### src/rtl/mmio_uart_tx_pkg.sv
// Shared constants for the memory-mapped UART transmitter: default register
// addresses, transmitter FSM encoding and status-word bit positions.
package mmio_pkg;

  localparam logic [31:0] TX_ADDR_DEF   = 32'hFFFF_FF00;
  localparam logic [31:0] STAT_ADDR_DEF = 32'hFFFF_FF04;

  typedef enum logic [1:0] {
    IDLE  = 2'd0,
    START = 2'd1,
    DATA  = 2'd2,
    STOP  = 2'd3
  } tx_state_e;

  localparam int STAT_BUSY_BIT = 0;
  localparam int STAT_FULL_BIT = 1;
  localparam int STAT_OVF_BIT  = 2;

endpackage

### src/rtl/mmio_uart_tx_fifo.sv
// Small synchronous FIFO with first-word-fall-through output. A push into a
// full FIFO is accepted only when a pop frees a slot on the same edge.
module sync_fifo #(
  parameter int W  = 8,
  parameter int AW = 2
) (
  input  logic         clk,
  input  logic         reset,
  input  logic         push,
  input  logic         pop,
  input  logic [W-1:0] din,
  output logic [W-1:0] dout,
  output logic         full,
  output logic         empty
);

  localparam int DEPTH = 1 << AW;

  logic [W-1:0]  mem [DEPTH];
  logic [AW-1:0] wr_ptr_q;
  logic [AW-1:0] rd_ptr_q;
  logic [AW:0]   count_q;
  logic          do_push;
  logic          do_pop;

  assign empty   = (count_q == '0);
  assign full    = (count_q == (AW+1)'(DEPTH));
  assign do_pop  = pop && !empty;
  assign do_push = push && (!full || do_pop);
  assign dout    = mem[rd_ptr_q];

  always_ff @(posedge clk) begin
    if (do_push) begin
      mem[wr_ptr_q] <= din;
    end
  end

  always_ff @(posedge clk) begin
    if (reset) begin
      wr_ptr_q <= '0;
      rd_ptr_q <= '0;
      count_q  <= '0;
    end else begin
      if (do_push) wr_ptr_q <= wr_ptr_q + AW'(1);
      if (do_pop)  rd_ptr_q <= rd_ptr_q + AW'(1);
      unique case ({do_push, do_pop})
        2'b10:   count_q <= count_q + (AW+1)'(1);
        2'b01:   count_q <= count_q - (AW+1)'(1);
        default: count_q <= count_q;
      endcase
    end
  end

endmodule

### src/rtl/mmio_uart_tx.sv
// Memory-mapped 8N1 UART transmitter on the core's store bus: stores to the TX
// register are queued in a FIFO and serialised on txd; a status word is readable.
module mmio_uart_tx
  import mmio_pkg::*;
#(
  parameter logic [31:0] TX_ADDR      = TX_ADDR_DEF,
  parameter logic [31:0] STAT_ADDR    = STAT_ADDR_DEF,
  parameter int          CLKS_PER_BIT = 16,
  parameter int          FIFO_AW      = 2
) (
  input  logic        clk,
  input  logic        reset,
  input  logic        memwrite,
  input  logic [31:0] dataaddr,
  input  logic [31:0] writedata,
  output logic        hit,
  output logic [31:0] rdata,
  output logic        txd,
  output logic        busy,
  output logic        full
);

  localparam int CW = $clog2(CLKS_PER_BIT);

  tx_state_e     state_q;
  logic [CW-1:0] cnt_q;
  logic [CW-1:0] cnt_d;
  logic [2:0]    idx_q;
  logic [7:0]    shreg_q;
  logic          txd_q;
  logic          ovf_q;

  logic          tx_sel;
  logic          stat_sel;
  logic          push_req;
  logic          ovf_clr;
  logic          ovf_set;
  logic          baud_wrap;
  logic          pop;
  logic [7:0]    fifo_dout;
  logic          fifo_full;
  logic          fifo_empty;
  logic          unused_wdata;

  assign tx_sel       = (dataaddr == TX_ADDR);
  assign stat_sel     = (dataaddr == STAT_ADDR);
  assign hit          = tx_sel || stat_sel;
  assign push_req     = memwrite && tx_sel;
  assign ovf_clr      = memwrite && stat_sel;
  assign unused_wdata = ^writedata[31:8];

  assign baud_wrap = (cnt_q == CW'(CLKS_PER_BIT - 1));
  assign cnt_d     = baud_wrap ? '0 : cnt_q + CW'(1);

  // Pops rely on the registered empty flag, so a fresh byte waits one edge.
  assign pop = !fifo_empty &&
               ((state_q == IDLE) || ((state_q == STOP) && baud_wrap));

  // A full FIFO still accepts a push when the same edge pops.
  assign ovf_set = push_req && fifo_full && !pop;

  assign txd  = txd_q;
  assign full = fifo_full;
  assign busy = (state_q != IDLE) || !fifo_empty;

  always_comb begin
    rdata = '0;
    if (stat_sel) begin
      rdata[STAT_BUSY_BIT] = busy;
      rdata[STAT_FULL_BIT] = fifo_full;
      rdata[STAT_OVF_BIT]  = ovf_q;
    end
  end

  sync_fifo #(
    .W  (8),
    .AW (FIFO_AW)
  ) u_fifo (
    .clk   (clk),
    .reset (reset),
    .push  (push_req),
    .pop   (pop),
    .din   (writedata[7:0]),
    .dout  (fifo_dout),
    .full  (fifo_full),
    .empty (fifo_empty)
  );

  always_ff @(posedge clk) begin
    if (reset) begin
      state_q <= IDLE;
      cnt_q   <= '0;
      idx_q   <= '0;
      shreg_q <= '0;
      txd_q   <= 1'b1;
      ovf_q   <= 1'b0;
    end else begin
      if (ovf_set) begin
        ovf_q <= 1'b1;
      end else if (ovf_clr) begin
        ovf_q <= 1'b0;
      end

      unique case (state_q)
        IDLE: begin
          cnt_q <= '0;
          if (pop) begin
            shreg_q <= fifo_dout;
            state_q <= START;
            txd_q   <= 1'b0;
          end else begin
            txd_q <= 1'b1;
          end
        end
        START: begin
          cnt_q <= cnt_d;
          if (baud_wrap) begin
            state_q <= DATA;
            idx_q   <= '0;
            txd_q   <= shreg_q[0];
          end
        end
        DATA: begin
          cnt_q <= cnt_d;
          if (baud_wrap) begin
            if (idx_q == 3'd7) begin
              state_q <= STOP;
              txd_q   <= 1'b1;
            end else begin
              idx_q   <= idx_q + 3'd1;
              shreg_q <= shreg_q >> 1;
              txd_q   <= shreg_q[1];
            end
          end
        end
        STOP: begin
          cnt_q <= cnt_d;
          if (baud_wrap) begin
            if (pop) begin
              shreg_q <= fifo_dout;
              state_q <= START;
              txd_q   <= 1'b0;
            end else begin
              state_q <= IDLE;
              txd_q   <= 1'b1;
            end
          end
        end
        default: begin
          state_q <= IDLE;
          txd_q   <= 1'b1;
        end
      endcase
    end
  end

endmodule
### config.mk
export PLATFORM = sky130hd
export DESIGN_NAME = mmio_uart_tx
export DESIGN_NICKNAME = d
export VERILOG_FILES = /design/src/rtl/mmio_uart_tx_pkg.sv /design/src/rtl/mmio_uart_tx_fifo.sv /design/src/rtl/mmio_uart_tx.sv
export SDC_FILE = /design/constraint.sdc
export NUM_CORES = 1
export LEC_CHECK = 0
export ABC_AREA = 1
export BUFFER_PORTS_ARGS = -buffer_cell sky130_fd_sc_hd__buf_2
export CELL_PAD_IN_SITES_DETAIL_PLACEMENT = 1
export CELL_PAD_IN_SITES_GLOBAL_PLACEMENT = 1
export CORE_UTILIZATION = 33
export CTS_CLUSTER_SIZE = 14
export DETAILED_ROUTE_END_ITERATION = 10
export GPL_ROUTABILITY_DRIVEN = 1
export PLACE_DENSITY = 0.85
export SYNTH_ARGS = -nofsm -noshare
export SYNTH_HDL_FRONTEND = slang
export SYNTH_SLANG_ARGS = --single-unit
### constraint.sdc
create_clock -name clk -period 2 [get_ports clk]
set_input_delay 0.5 -clock clk [delete_from_list [all_inputs] [get_ports clk]]
set_output_delay 0.5 -clock clk [all_outputs]
set_load 0.02 [all_outputs]
==> run metrics <==
status finished, violations left; violated checks setup timing; Startpoint Class register; placed instance area 3695 sq um; global route overflow 0; # clock sinks 60; WL/cell 12.89 microns; sequential share of the synthesized area 0.4732; worst min-delay path class in2reg; unrepaired setup endpoints after global routing yes; Clk pwr share 0.315; Reg2Reg Setup Slack -70 ps; cell area after synthesis 3216 sq um; R2R cell count 11; critical path fanouts, max 4; clk buf depth 2; Setup Skew 9.705 ps; sw frac 0.3238; Flop pwr share 0.422; Pint 0.002356 W; share of post-route cells with drive strength above 1 0.2904; Pleak 1.794 nW; fin crit period 2068 ps; Final ANT Viol Nets 0; FF+latch count, synth 60; Ant. Diodes 0; Post-route DRC 0; min setup slack post-route -68.03 ps; final instance area 4038 sq um; Yosys Warn Count 0; drt pass-1 iters 6; H-tree Lvls 3; largest net degree at the start of global routing 17; Final Instance Count excl. Fillers 618; P_sw 0.001128 W; drt first-iter violations 67; Setup crit end u_fifo.count_q[2]; Area Growth Syn to Fin 25.56%; Initial Util 0.3447; final period utilization 1.034; synthesized area per cell 8.059 sq um; PwrDens 862.7 nW/um^2; dpl ws -208.2 ps; Crit path arrival time 2290 ps; Final nets 566; Die ar. 10140 sq um; Critical Path RT 2220 ps; Num CTS Buffers 9; worst vdd ir 0.0005384 V; Clock Latency Late Sink 330 ps; RD Place Congestion 0.7515; core area 9328 sq um; Crit Path Class reg2reg; Worst R2R End u_fifo.count_q[2]; via-per-instance ratio 4.477; worst r2r src state_q[1]; CTS tree done; port buffer count 49; GRT Overall Usage 0.1615; commonest cells after routing, fill and taps aside 80 x nand2_1, 66 x nor2_1, 47 x buf_2, 35 x inv_1, 35 x buf_4; Hold Vio Cnt, Final 0; CP endpoint kind register; Post-DP HPWL 5631 microns; max cap viols 0; first-pass GRT wire length 12580 microns; vias in the first global route 2880; Comb pwr share 0.263; Root Driver clkbuf_8; initial antenna violation count 0; clk slew on worst S/H paths 80 ps; Post-Syn Instances 399; Routed Wire Length 7966 microns; Fmax 483.6 MHz; Cell Rows 35; die extent in y 100.7 microns; Pins Over Slew Limit 0; die width 100.7 microns; placed cells 594; commonest non-fill, non-tap cell in the layout nand2_1; synth unique cells 33; Ports 103; CP startpoint state_q[1]; total number of vias 2767; # setup viols final 1
## cells by family (layout without fill, tap and decap cells)
family / after synthesis / count (layout) / synth area share
buffers and inverters: 81 / 143 / 0.1335
flip-flops: 60 / 60 / 0.4732
adder cells (fa/ha/maj): 15 / 15 / 0.06070
XOR/XNOR: 1 / 1 / 0.002724
AND/OR/NAND/NOR: 182 / 182 / 0.2342
AO/OA/AOI/OAI: 59 / 59 / 0.09456
other: 1 / 29 / 0.001166
## synth_stat cells
library cell	instances	area share
a21oi_1	16	0.025
a21oi_2	1	0.0027
a31oi_1	1	0.0019
and3_1	1	0.0019
buf_2	4	0.0062
buf_4	29	0.068
buf_6	1	0.0035
clkbuf_1	1	0.0012
clkbuf_4	1	0.0023
conb_1	1	0.0012
dfxtp_1	28	0.17
edfxtp_1	32	0.30
fa_1	1	0.0062
ha_1	14	0.054
inv_1	43	0.050
inv_2	2	0.0023
nand2_1	84	0.098
nand2_2	3	0.0058
nand2_4	1	0.0035
nand3_1	8	0.012
nand3_2	1	0.0031
nand4_1	3	0.0058
nand4_2	1	0.0039
nor2_1	73	0.085
nor2_2	2	0.0039
nor2_4	1	0.0035
nor3_1	2	0.0031
o21ai_0	35	0.054
o21ai_1	4	0.0062
o21bai_1	1	0.0023
o22ai_1	1	0.0019
or2_2	2	0.0039
xnor2_1	1	0.0027
## worst max-delay path, cell delays in order, from the launching register on
cell     delay (ps)
dfxtp_4         370
ha_4            160
nand4_1         150
nand3_2         140
nand4_4         110
ha_4            150
inv_4            40
fa_2            400
a21oi_2         140
o21ai_2          80
o21ai_1         160
a21oi_1          60
## registers in the layout, indices dropped and copies added, names as in the netlist, 2 cells and up, named ones only
name and flops:
cnt_q 4, u_fifo.mem 32, u_fifo.count_q 3, u_fifo.rd_ptr_q 2
state_q 2, shreg_q 8, idx_q 3, u_fifo.wr_ptr_q 2
## cell type report
| class | instances | area, sq um |
|---|---|---|
| clock buffer | 9 | 123.9 |
| clock inverter | 7 | 75.07 |
| fill | 1156 | 5290 |
| inverter | 45 | 171.4 |
| multi-input combinational | 286 | 1478 |
| sequential | 60 | 1530 |
| tap | 129 | 161.4 |
| timing repair buffer | 82 | 498.0 |
## power groups by stage
stage	combinational (W)	sequential [W]	clock (W)
CTS	0.000850	0.00146	0.00111
finish	0.000917	0.00147	0.00110
floorplan	0.000613	0.00148	0
global placement	0.000772	0.00148	0
global route	0.00104	0.00148	0.00116
detailed placement	0.000818	0.00149	0
## per-stage QoR
stage	utilization	total power, W	hold WS (ps)	setup TNS, ps
floorplan	-	0.002089	417.9	0
global placement	0.3961	0.002254	452.8	-292.5
detailed placement	0.3961	0.002307	463.8	-1832
CTS	0.4219	0.003428	374.2	0
global route	0.4329	0.003689	377.4	-248.7
finish	0.4329	0.003483	383.8	-68.03
## layer usage
metal | global-route usage | routed length (microns) | up-vias
met5 | 0 | 0 | -
met4 | 0.07135 | 151 | 0
met3 | 0.03606 | 315 | 12
met2 | 0.3240 | 4327 | 74
met1 | 0.1550 | 3172 | 1293
li1 | - | - | 1388
## worst min path at each step
stage / from / cells past startpoint / to
finish: writedata[1] / 1 / u_fifo.mem[2][1]
global placement: idx_q[1] / 2 / idx_q[1]
floorplan: cnt_q[0] / 1 / cnt_q[0]
CTS: writedata[1] / 1 / u_fifo.mem[2][1]
detailed placement: idx_q[0] / 1 / idx_q[0]
global route: writedata[6] / 1 / u_fifo.mem[2][6]
## timing repair
| action | in CTS | in global routing |
|---|---|---|
| gates resized for setup | 8 | 19 |
| endpoints found under the setup margin | 6 | 6 |
| setup buffers | 3 | 5 |
| hold buffers | 0 | 0 |
| pin swaps | 5 | 10 |
(Power assumes the default switching activity.)
